[src/rtl/rrat_pkg.sv]
// Shared types and constants for the retirement RAT and its helpers.
package rrat_pkg;

   localparam int NUM_AREG  = 32;
   localparam int NUM_PREG  = 64;
   localparam int TAG_W     = $clog2(NUM_PREG);
   localparam int AREG_W    = $clog2(NUM_AREG);
   localparam int GROUP     = 4;
   localparam int NUM_BEATS = NUM_AREG / GROUP;
   localparam int IDX_W     = $clog2(NUM_BEATS);
   localparam int BEAT_W    = GROUP * TAG_W;

   typedef enum logic [1:0] {
      IDLE,
      RESTORE,
      DONE
   } rrat_state_e;

   // Lowest arch register of the group lands in the lowest tag slot.
   function automatic logic [BEAT_W-1:0] pack_beat(input logic [TAG_W-1:0] t0,
                                                   input logic [TAG_W-1:0] t1,
                                                   input logic [TAG_W-1:0] t2,
                                                   input logic [TAG_W-1:0] t3);
      return {t3, t2, t1, t0};
   endfunction

endpackage

[src/rtl/rrat_commit_if.sv]
// Commit, free-list and restore signals between the ROB side and the retirement RAT.
interface rrat_commit_if;
   import rrat_pkg::*;

   logic                commit_valid;
   logic [AREG_W-1:0]   commit_areg;
   logic [TAG_W-1:0]    commit_preg;
   logic                commit_stall;
   logic                flush;
   logic                free_valid;
   logic [TAG_W-1:0]    free_tag;
   logic                free_ready;
   logic                restore_valid;
   logic [IDX_W-1:0]    restore_idx;
   logic [BEAT_W-1:0]   restore_tags;
   logic                restore_done;
   logic                overflow_err;

   // ROB / free list / rename stage side.
   modport master (
      output commit_valid, commit_areg, commit_preg, flush, free_ready,
      input  commit_stall, free_valid, free_tag, restore_valid, restore_idx,
             restore_tags, restore_done, overflow_err
   );

   // Retirement RAT side.
   modport slave (
      input  commit_valid, commit_areg, commit_preg, flush, free_ready,
      output commit_stall, free_valid, free_tag, restore_valid, restore_idx,
             restore_tags, restore_done, overflow_err
   );

endinterface

[src/rtl/freed_tag_fifo.sv]
// Small synchronous FIFO; a push and a pop in the same cycle are both honoured, even when full.
module freed_tag_fifo #(
   parameter int DEPTH = 8,
   parameter int WIDTH = 6
) (
   input  logic                     clk,
   input  logic                     reset,
   input  logic                     push,
   input  logic [WIDTH-1:0]         push_data,
   input  logic                     pop,
   output logic [WIDTH-1:0]         pop_data,
   output logic [$clog2(DEPTH):0]   count,
   output logic                     full,
   output logic                     empty
);

   localparam int AW = $clog2(DEPTH);
   localparam logic [AW:0] FULL_CNT = DEPTH[AW:0];

   logic [WIDTH-1:0] mem [DEPTH];
   logic [AW-1:0]    wr_ptr;
   logic [AW-1:0]    rd_ptr;
   logic             do_push;
   logic             do_pop;

   assign empty    = (count == '0);
   assign full     = (count == FULL_CNT);
   assign do_pop   = pop & ~empty;
   assign do_push  = push & (~full | do_pop);
   assign pop_data = mem[rd_ptr];

   // Storage write.
   // NOTE: the array is deliberately not reset; an entry is only read after count marks it valid.
   always_ff @(posedge clk) begin
      if (do_push) mem[wr_ptr] <= push_data;
   end

   // Pointer and occupancy update; pointers wrap naturally since DEPTH is a power of two.
   // NOTE: state is written with <= so every register samples pre-edge values regardless of statement order.
   always_ff @(posedge clk) begin
      if (reset) begin
         wr_ptr <= '0;
         rd_ptr <= '0;
         count  <= '0;
      end else begin
         if (do_push) wr_ptr <= wr_ptr + 1'b1;
         if (do_pop)  rd_ptr <= rd_ptr + 1'b1;
         case ({do_push, do_pop})
            2'b10:   count <= count + 1'b1;
            2'b01:   count <= count - 1'b1;
            default: count <= count;
         endcase
      end
   end

endmodule

[src/rtl/rrat_commit.sv]
// Retirement RAT: committed arch->phys map, freed-tag queue and flush-time map restore.
module rrat_commit
   import rrat_pkg::*;
#(
   parameter int FREE_Q_DEPTH = 8
) (
   input  logic          clk,
   input  logic          reset,
   rrat_commit_if.slave  bus
);

   localparam int CNT_W = $clog2(FREE_Q_DEPTH) + 1;
   localparam logic [CNT_W-1:0] STALL_CNT = CNT_W'(FREE_Q_DEPTH - 1);

   logic [TAG_W-1:0] map [NUM_AREG];
   rrat_state_e      state;
   rrat_state_e      state_next;
   logic [IDX_W-1:0] beat;
   logic [IDX_W-1:0] beat_next;
   logic             overflow_q;

   logic [CNT_W-1:0] fifo_count;
   logic             fifo_full;
   logic             fifo_empty;
   logic             pop;
   logic             accept;
   logic [TAG_W-1:0] push_tag;

   assign pop    = bus.free_valid & bus.free_ready;
   // A full queue still takes a commit when a pop frees a slot in the same cycle.
   assign accept = bus.commit_valid & (state == IDLE) & (~fifo_full | pop);
   // A write to $0 is never mapped, so its own allocation goes straight back to the free list.
   assign push_tag = (bus.commit_areg != '0) ? map[bus.commit_areg] : bus.commit_preg;

   freed_tag_fifo #(
      .DEPTH (FREE_Q_DEPTH),
      .WIDTH (TAG_W)
   ) u_free_q (
      .clk       (clk),
      .reset     (reset),
      .push      (accept),
      .push_data (push_tag),
      .pop       (pop),
      .pop_data  (bus.free_tag),
      .count     (fifo_count),
      .full      (fifo_full),
      .empty     (fifo_empty)
   );

   // Committed map update and sticky dropped-commit flag.
   always_ff @(posedge clk) begin
      if (reset) begin
         for (int i = 0; i < NUM_AREG; i++) map[i] <= TAG_W'(i);
         overflow_q <= 1'b0;
      end else begin
         if (accept && bus.commit_areg != '0) map[bus.commit_areg] <= bus.commit_preg;
         if (bus.commit_valid && !accept)     overflow_q <= 1'b1;
      end
   end

   // Restore FSM state register.
   always_ff @(posedge clk) begin
      if (reset) begin
         state <= IDLE;
         beat  <= '0;
      end else begin
         state <= state_next;
         beat  <= beat_next;
      end
   end

   // Restore FSM next state; any flush (re)starts the walk from beat 0.
   // NOTE: defaults come first so every path assigns every output and no latch is inferred.
   always_comb begin
      state_next = state;
      beat_next  = beat;
      case (state)
         IDLE: begin
            if (bus.flush) begin
               state_next = RESTORE;
               beat_next  = '0;
            end
         end
         RESTORE: begin
            if (bus.flush)                              beat_next  = '0;
            else if (beat == IDX_W'(NUM_BEATS - 1))     state_next = DONE;
            else                                        beat_next  = beat + 1'b1;
         end
         DONE: begin
            if (bus.flush) begin
               state_next = RESTORE;
               beat_next  = '0;
            end else begin
               state_next = IDLE;
            end
         end
         default: state_next = IDLE;
      endcase
   end

   assign bus.free_valid    = ~fifo_empty;
   assign bus.overflow_err  = overflow_q;
   assign bus.commit_stall  = (fifo_count >= STALL_CNT) | (state != IDLE) | bus.flush;
   assign bus.restore_valid = (state == RESTORE);
   assign bus.restore_done  = (state == DONE);
   assign bus.restore_idx   = bus.restore_valid ? beat : '0;
   assign bus.restore_tags  = bus.restore_valid ?
                              pack_beat(map[{beat, 2'd0}], map[{beat, 2'd1}],
                                        map[{beat, 2'd2}], map[{beat, 2'd3}]) : '0;

endmodule

[src/flat_wrapper.sv]
// flat-port wrapper written by rule: the top's interface ports become plain ports
module rrat_commit_flat import rrat_pkg::*;
#(
   parameter int FREE_Q_DEPTH = 8
)
  (clk, reset, bus_commit_valid, bus_commit_areg, bus_commit_preg, bus_flush, bus_free_ready, bus_commit_stall, bus_free_valid, bus_free_tag, bus_restore_valid, bus_restore_idx, bus_restore_tags, bus_restore_done, bus_overflow_err);
  rrat_commit_if bus_i ();
  input  logic clk;
  input  logic reset;
  input wire logic [$bits(bus_i.commit_valid)-1:0] bus_commit_valid;
  input wire logic [$bits(bus_i.commit_areg)-1:0] bus_commit_areg;
  input wire logic [$bits(bus_i.commit_preg)-1:0] bus_commit_preg;
  input wire logic [$bits(bus_i.flush)-1:0] bus_flush;
  input wire logic [$bits(bus_i.free_ready)-1:0] bus_free_ready;
  output wire logic [$bits(bus_i.commit_stall)-1:0] bus_commit_stall;
  output wire logic [$bits(bus_i.free_valid)-1:0] bus_free_valid;
  output wire logic [$bits(bus_i.free_tag)-1:0] bus_free_tag;
  output wire logic [$bits(bus_i.restore_valid)-1:0] bus_restore_valid;
  output wire logic [$bits(bus_i.restore_idx)-1:0] bus_restore_idx;
  output wire logic [$bits(bus_i.restore_tags)-1:0] bus_restore_tags;
  output wire logic [$bits(bus_i.restore_done)-1:0] bus_restore_done;
  output wire logic [$bits(bus_i.overflow_err)-1:0] bus_overflow_err;
  assign bus_i.commit_valid = bus_commit_valid;
  assign bus_i.commit_areg = bus_commit_areg;
  assign bus_i.commit_preg = bus_commit_preg;
  assign bus_i.flush = bus_flush;
  assign bus_i.free_ready = bus_free_ready;
  assign bus_commit_stall = bus_i.commit_stall;
  assign bus_free_valid = bus_i.free_valid;
  assign bus_free_tag = bus_i.free_tag;
  assign bus_restore_valid = bus_i.restore_valid;
  assign bus_restore_idx = bus_i.restore_idx;
  assign bus_restore_tags = bus_i.restore_tags;
  assign bus_restore_done = bus_i.restore_done;
  assign bus_overflow_err = bus_i.overflow_err;
  rrat_commit #(.FREE_Q_DEPTH(FREE_Q_DEPTH)) u_core (.clk(clk), .reset(reset), .bus(bus_i));
endmodule
[config.mk]
export PLATFORM = sky130hd
export DESIGN_NAME = rrat_commit_flat
export DESIGN_NICKNAME = d
export VERILOG_FILES = /design/src/rtl/rrat_pkg.sv /design/src/rtl/rrat_commit_if.sv /design/src/rtl/freed_tag_fifo.sv /design/src/rtl/rrat_commit.sv /design/src/flat_wrapper.sv
export SDC_FILE = /design/constraint.sdc
export NUM_CORES = 1
export LEC_CHECK = 0
export BUFFER_PORTS_ARGS = -buffer_cell sky130_fd_sc_hd__buf_4
export CAP_MARGIN = 25
export CORE_ASPECT_RATIO = 0.6
export CORE_MARGIN = 2
export CORE_UTILIZATION = 56
export DETAILED_ROUTE_END_ITERATION = 8
export PLACE_DENSITY = 0.8
export SLEW_MARGIN = 30
export SYNTH_ARGS = -nofsm -noshare
export SYNTH_HDL_FRONTEND = slang
export SYNTH_SLANG_ARGS = --single-unit
[constraint.sdc]
create_clock -name clk -period 2.3 [get_ports clk]
set_input_delay 0.115 -clock clk [delete_from_list [all_inputs] [get_ports clk]]
set_output_delay 0.115 -clock clk [all_outputs]
set_load 0.02 [all_outputs]
* Yosys cells after proc, flatten, opt, wreduce, memory -nomap -nowiden *
Memories as Yosys holds them, arrays and structs flattened. A register that Yosys moved wholly into a read port is not among the register bits.
Index checks and enable logic that the tools add are counted.

storage, ports and cells
  bits in registers = 16
  RAM bits = 240
  input bits = 16
  output and inout port bits = 38
  logic and storage cells = 82
  memories = 2

memories
  memory               depth  width  read ports  clocked after memory_dff  write ports  RTL line              text
  u_core.map           32     6      5           4                         32           rrat_commit.sv:15     logic [TAG_W-1:0] map [NUM_AREG];
  u_core.u_free_q.mem  8      6      1           1                         1            freed_tag_fifo.sv:20  logic [WIDTH-1:0] mem [DEPTH];

cells by class
  add/sub/neg operators = 5
  magnitude comparators = 1
  equal/unequal tests = 11
  multiplexer cells = 33
  bitwise gates (word level) = 11
  reduce and logical (&&, ||, !) cells = 13

operators by type and width
  kind                                                  number
  two-way mux 5 bit                                     9
  two-way mux 24 bit                                    1
  two-way mux 3 bit                                     6
  two-way mux 6 bit                                     2
  adder 3 x 1 -> 3 bit (second input constant)          3
  two-way mux 1 bit                                     9
  one-hot mux 4 bit (2 select lines)                    1
  two-way mux 2 bit                                     3
  != test 2 bit (second input constant)                 3
  one-hot mux 2 bit (3 select lines)                    1
  one-hot mux 3 bit (2 select lines)                    1
  AND reduction 3 bit                                   2
  nonzero test 2 bit                                    3
  OR reduction 6 bit                                    1
  AND 1 bit                                             5
  nonzero test 5 bit                                    1
  adder 4 x 1 -> 4 bit (second input constant)          1
  equality test 2 x 1 -> 1 bit (second input constant)  2
  equality test 2 bit (second input constant)           2
  equality test 4 bit (second input constant)           1
  >= comparator 4 x 3 -> 1 bit (second input constant)  1
  zero test 4 bit                                       1
  bitwise OR 1 bit                                      4
  subtractor 4 x 1 -> 4 bit (second input constant)     1
  8 further kinds                                       10

* Longest topological paths before layout *
  word-level depth = 11
  mapped depth = 12
  gate-level depth less buffers = 11

* Cells and area by module *
A second synthesis with hierarchy kept.

unflattened totals
  cells, all modules = 946
  area total of the unflattened synthesis = 13688.1 µm²

modules (own cells, without submodules)
  module          instances  cells an instance  area each (µm²)  seq. area each (µm²)
  rrat_commit     1          804                11224.5          5945.7
  freed_tag_fifo  1          142                2463.6           1701.6

* Worst setup path before layout *
No wires, ideal clock.

  path type = register -> register
  start = register u_core.u_free_q.count[1]
  end = register u_core.u_free_q.count[2]
  library setup time = 0.070 ns
  arrival time = 2.445 ns
  required time = 2.230 ns
  setup slack = -0.215 ns
  stages on the path, launching flop included = 13
  buffers on the path = 1
  clock period less this slack = 2.515 ns
  cell sequence = dfxtp_1 buf_6 or3_1 nand2b_1 nand2_1 inv_1 ha_1 xor2_1 ha_1 a21oi_1 xor2_1 or3_1 a21oi_1

on the way
  cells in the longest elaborated chain, start to end = 8
  elaborated cells on any way between the ends = 16
  classes of those cells = add/sub: 2; eq/ne: 3; mux: 1; bitwise: 8; reduce/logical: 2

RTL lines
  element                                                                   RTL line              text
  start, declared                                                           freed_tag_fifo.sv:12  output logic [$clog2(DEPTH):0] count,
  start signal, assigned                                                    freed_tag_fifo.sv:49  2'b10: count <= count + 1'b1;
  start signal, assigned                                                    freed_tag_fifo.sv:50  2'b01: count <= count - 1'b1;
  start signal, assigned                                                    freed_tag_fifo.sv:51  default: count <= count;
  zero test 4 bit *                                                         freed_tag_fifo.sv:26  assign empty = (count == '0);
  inverter 1 bit *                                                          rrat_commit.sv:101    assign bus.free_valid = ~fifo_empty;
  net bus_free_valid                                                        flat_wrapper.sv:16    output wire logic [$bits(bus_i.free_valid)-1:0] bus_free_valid;
  AND 1 bit                                                                 rrat_commit.sv:29     assign pop = bus.free_valid & bus.free_ready;
  AND 1 bit *                                                               freed_tag_fifo.sv:28  assign do_pop = pop & ~empty;
  net u_core.u_free_q.do_pop                                                freed_tag_fifo.sv:24  logic do_pop;
  bitwise OR 1 bit                                                          freed_tag_fifo.sv:29  assign do_push = push & (~full | do_pop);
  AND 1 bit                                                                 freed_tag_fifo.sv:29
  equality test 2 x 1 -> 1 bit or equality test 2 bit (tied branches)       freed_tag_fifo.sv:48  case ({do_push, do_pop})
  one-hot mux 4 bit (2 select lines) or nonzero test 2 bit (tied branches)  -

The timed path passes the listed nets; every way through them passes the cells marked *.
A chain may end at the register's enable or synchronous reset.

==> run_results.csv <==
group,metric,value,unit
logic_synthesis,ys_types,57,
cts,cts_max_level,1,
logic_synthesis,syn_area_per_cell,13.98,sq um
global_route,grt-ovfl-total,0,
worst_setup_path,cp-end-kind,"output port",
timing,setup_ws,-32.28,ps
global_route,met2_usage,41.57,%
hold_path,hold_start,"reset",
timing,rsz0062_at_grt,"yes",
timing,relSlewSlack,43.26,%
timing,period_minus_slack,2332,ps
timing,fin_skew,17.39,ps
logic_synthesis,synth-main-ff-cell,"edfxtp_1",
hold_path,hold_path_class,"input pin to register",
logic_synthesis,syn_area,13520,sq um
status,status,"finished with violations",
global_route,track_usage,33.16,%
worst_setup_path,max_stage_delay,620,ps
logic_synthesis,ys_seq_area_share,56.55,%
drt,drcViolationCount,0,
logic_synthesis,synth-edff-count,240,
floorplanning,core_area,23400,sq um
floorplanning,dieArea,25450,sq um
cts,clk_pin_slew,70,ps
status,violations,"setup timing",
drt,drt-initial-drc-count,1521,
pwr,p_per_area,744.0,nW/um^2
final_layout,area_growth,16.30,%
worst_setup_path,reg2reg_from,"u_core.u_free_q.count[0]",
drt,antenna_left,0,
placement,gp_congestion,1.009,
cts,cts.sinks,262,
final_layout,num-nets-final,1072,
logic_synthesis,ys_ff_latch,262,
hold_path,min_to,"u_core.map[11][3]",
timing,fin_crit_sh,101.4,%
drt,dr.pass1.iters,8,
global_route,met3_usage,19.07,%
timing,setup-violations-final,7,
cts,cts_tree,"built",
worst_setup_path,cp.arrival,2220,ps
placement,dp_slack,-73.11,ps
flow_run,cap_violations,0,
worst_setup_path,crit_type,"register to output port",
placement,io_buffers,53,
placement,place_hpwl,29660,um
cts,clk-insertion-delay-late,540,ps
floorplanning,io_pins,54,
global_route,gr-max-usage-layer,"met1",
global_route,grt_first_pass_wirelength,60220,um
timing,worst_pin_slew,847.2,ps
worst_setup_path,cp_slowest_cell,"mux4_2",
cts,numCtsBuffers,24,
worst_setup_path,cp-start-kind,"register",
drt,wl_per_cell,30.18,um
final_layout,drive_gt1_share,32.08,%
hold_path,whs_path_depth,2,
worst_setup_path,r2r_cells,10,
worst_setup_path,cp_max_fo,12,
floorplanning,rows,43,
pwr,power.leakage,0.005219,uW
timing,slew_viol_final,0,
final_layout,layout.cells.non_filler,1384,
global_route,met1_usage,49.95,%
timing,max_freq,0.4288,GHz
drt,wirelength,41780,um
cts,clockBufferDepth,3,
worst_setup_path,path_cells,"buf_12 -> mux4_2 -> mux2i_4 -> nor2_2 -> buf_4",
timing,hold_slack,169.6,ps
logic_synthesis,syn_inst,967,
global_route,antenna_found_initial,3,
worst_setup_path,r2r_end,"u_core.u_free_q.count[2]",
timing,hold_viol_final,0,
logic_synthesis,synth_warnings,0,
floorplanning,die_x,204.6,um
global_route,grt_max_degree,47,
worst_setup_path,reg2reg_slack,0,ps
placement,placed_cells,1324,
floorplanning,die_height,124.4,um
drt,avgViaCountPerCell,6.851,
pwr,vdd_ir_drop_max,533.5,uV
logic_synthesis,async_flop_share,0,%
worst_setup_path,critPathRequiredTime,2180,ps
drt,vias,9482,
floorplanning,initial_utilization,57.78,%
cts,cts_root_buf,"clkbuf_16",
global_route,grt_pass1_vias,8929,
==> cell type report <==
| type | instances | area (sq um) |
|---|---|---|
| antenna | 3 | 7.507 |
| clock buffer | 31 | 679.4 |
| clock inverter | 12 | 152.6 |
| fill | 1596 | 7676 |
| inverter | 5 | 26.28 |
| multi-input combinational | 616 | 5593 |
| sequential | 262 | 7656 |
| tap | 315 | 394.1 |
| timing repair buffer | 140 | 1219 |
==> critical path, delay by kind of cell (launching register included) <==
kind,cells,cell delay (ps)
multiplexers,2,850
buffers and inverters,2,340
AND/OR/NAND/NOR,1,50
flip-flops,1,430
==> cells in the final DEF, fill, tap and decap left out, types with 5 or more instances in the layout <==
cell type	instances
mux2i_1	39
a21oi_1	9
mux2_2	11
nor3_1	5
o22ai_1	6
ha_1	5
nand2_1	19
nand2b_1	10
mux4_2	92
clkbuf_16	26
buf_4	121
conb_1	6
buf_12	11
nand3_1	14
dfxtp_1	19
and2_1	109
or2_2	29
nor2_1	78
edfxtp_1	240
mux2i_2	8
o21ai_0	7
xor2_1	5
a22oi_1	6
or3_1	84
nor2b_1	5
==> power breakdown <==
part           internal, uW  switching [uW]  leakage (uW)  total [uW]
sequential             5380             170       0.00232        5550
combinational           879            1030       0.00250        1910
clock                  2440            1800      0.000404        4240
total                  8700            3000       0.00522       11700
==> through the flow <==
step                      setup TNS [ps]  util, %  cell area, sq um  total power (uW)
after floorplan                   -74.78        -             13570              6741
after global placement            -39.02    62.46             14620              7368
after detailed placement          -401.3    62.46             14620              7400
after CTS                         -275.8    66.53             15570             11620
after global routing               -1057    67.19             15730             12010
final                             -93.30    67.20             15730             11700
==> timing repair <==
action                                  CTS  global route
resized for setup                        13            20
pin swaps                                 1             4
endpoints found under the hold margin     6             0
buffers inserted                          3             8
hold buffers                              3             0
endpoints found under the setup margin   70            38
==> worst max path at each step <==
| stage | start | end | depth (start not counted) | slack (ps) |
|---|---|---|---|---|
| after detailed placement | u_core.u_free_q.count[0] | u_core.u_free_q.count[2] | 10 | -70 |
| after global placement | u_core.u_free_q.count[0] | u_core.u_free_q.count[2] | 10 | -30 |
| after global routing | register | bus_restore_tags[7] | 5 | -70 |
| final | register | bus_restore_tags[0] | 5 | -30 |
| after floorplan | u_core.u_free_q.count[1] | u_core.u_free_q.count[2] | 12 | -70 |
| after CTS | register | bus_restore_tags[0] | 5 | -80 |
==> kinds of logic after synthesis <==
| family | count (synthesis) | synth area share (%) |
|---|---|---|
| xor+xnor | 8 | 0.5182 |
| compound gates | 55 | 2.822 |
| flops | 262 | 56.55 |
| fa+ha+maj | 7 | 0.6476 |
| other cells | 1 | 0.02773 |
| buf+inv | 94 | 3.266 |
| mux | 152 | 19.86 |
| simple gates | 388 | 16.30 |
==> sequential cells by signal, summed over array words and instances (netlist names), named ones only <==
signal,count
u_core.map,192
u_core.u_free_q.mem,48
u_core.u_free_q.count,4
u_core.beat,3
u_core.u_free_q.rd_ptr,3
u_core.u_free_q.wr_ptr,3
u_core.state,2
u_core.bus.overflow_err,1
==> cells in the mapped netlist, drive strengths merged, types with 6 or more instances <==
cell type | number | share of area, %
ha | 7 | 0.65
or3 | 85 | 3.9
edfxtp | 240 | 53
mux4 | 92 | 15
nor2 | 80 | 2.2
mux2i | 49 | 3.6
or2 | 32 | 1.5
nand2 | 19 | 0.53
buf | 27 | 1.4
nor3 | 8 | 0.30
a22oi | 6 | 0.33
clkbuf | 62 | 1.7
a21oi | 10 | 0.37
xor2 | 6 | 0.39
o21ai | 7 | 0.26
nand3 | 15 | 0.59
and2 | 109 | 5.0
nand2b | 11 | 0.51
dfxtp | 22 | 3.3
mux2 | 11 | 0.92
o22ai | 6 | 0.28
==> metal layers <==
layer,wire length [um],vias up
met5,69,-
met4,784,2
met3,8606,84
met2,16240,856
met1,16070,4684
li1,-,3856
No activity file was read; power rests on OpenSTA's default activity.
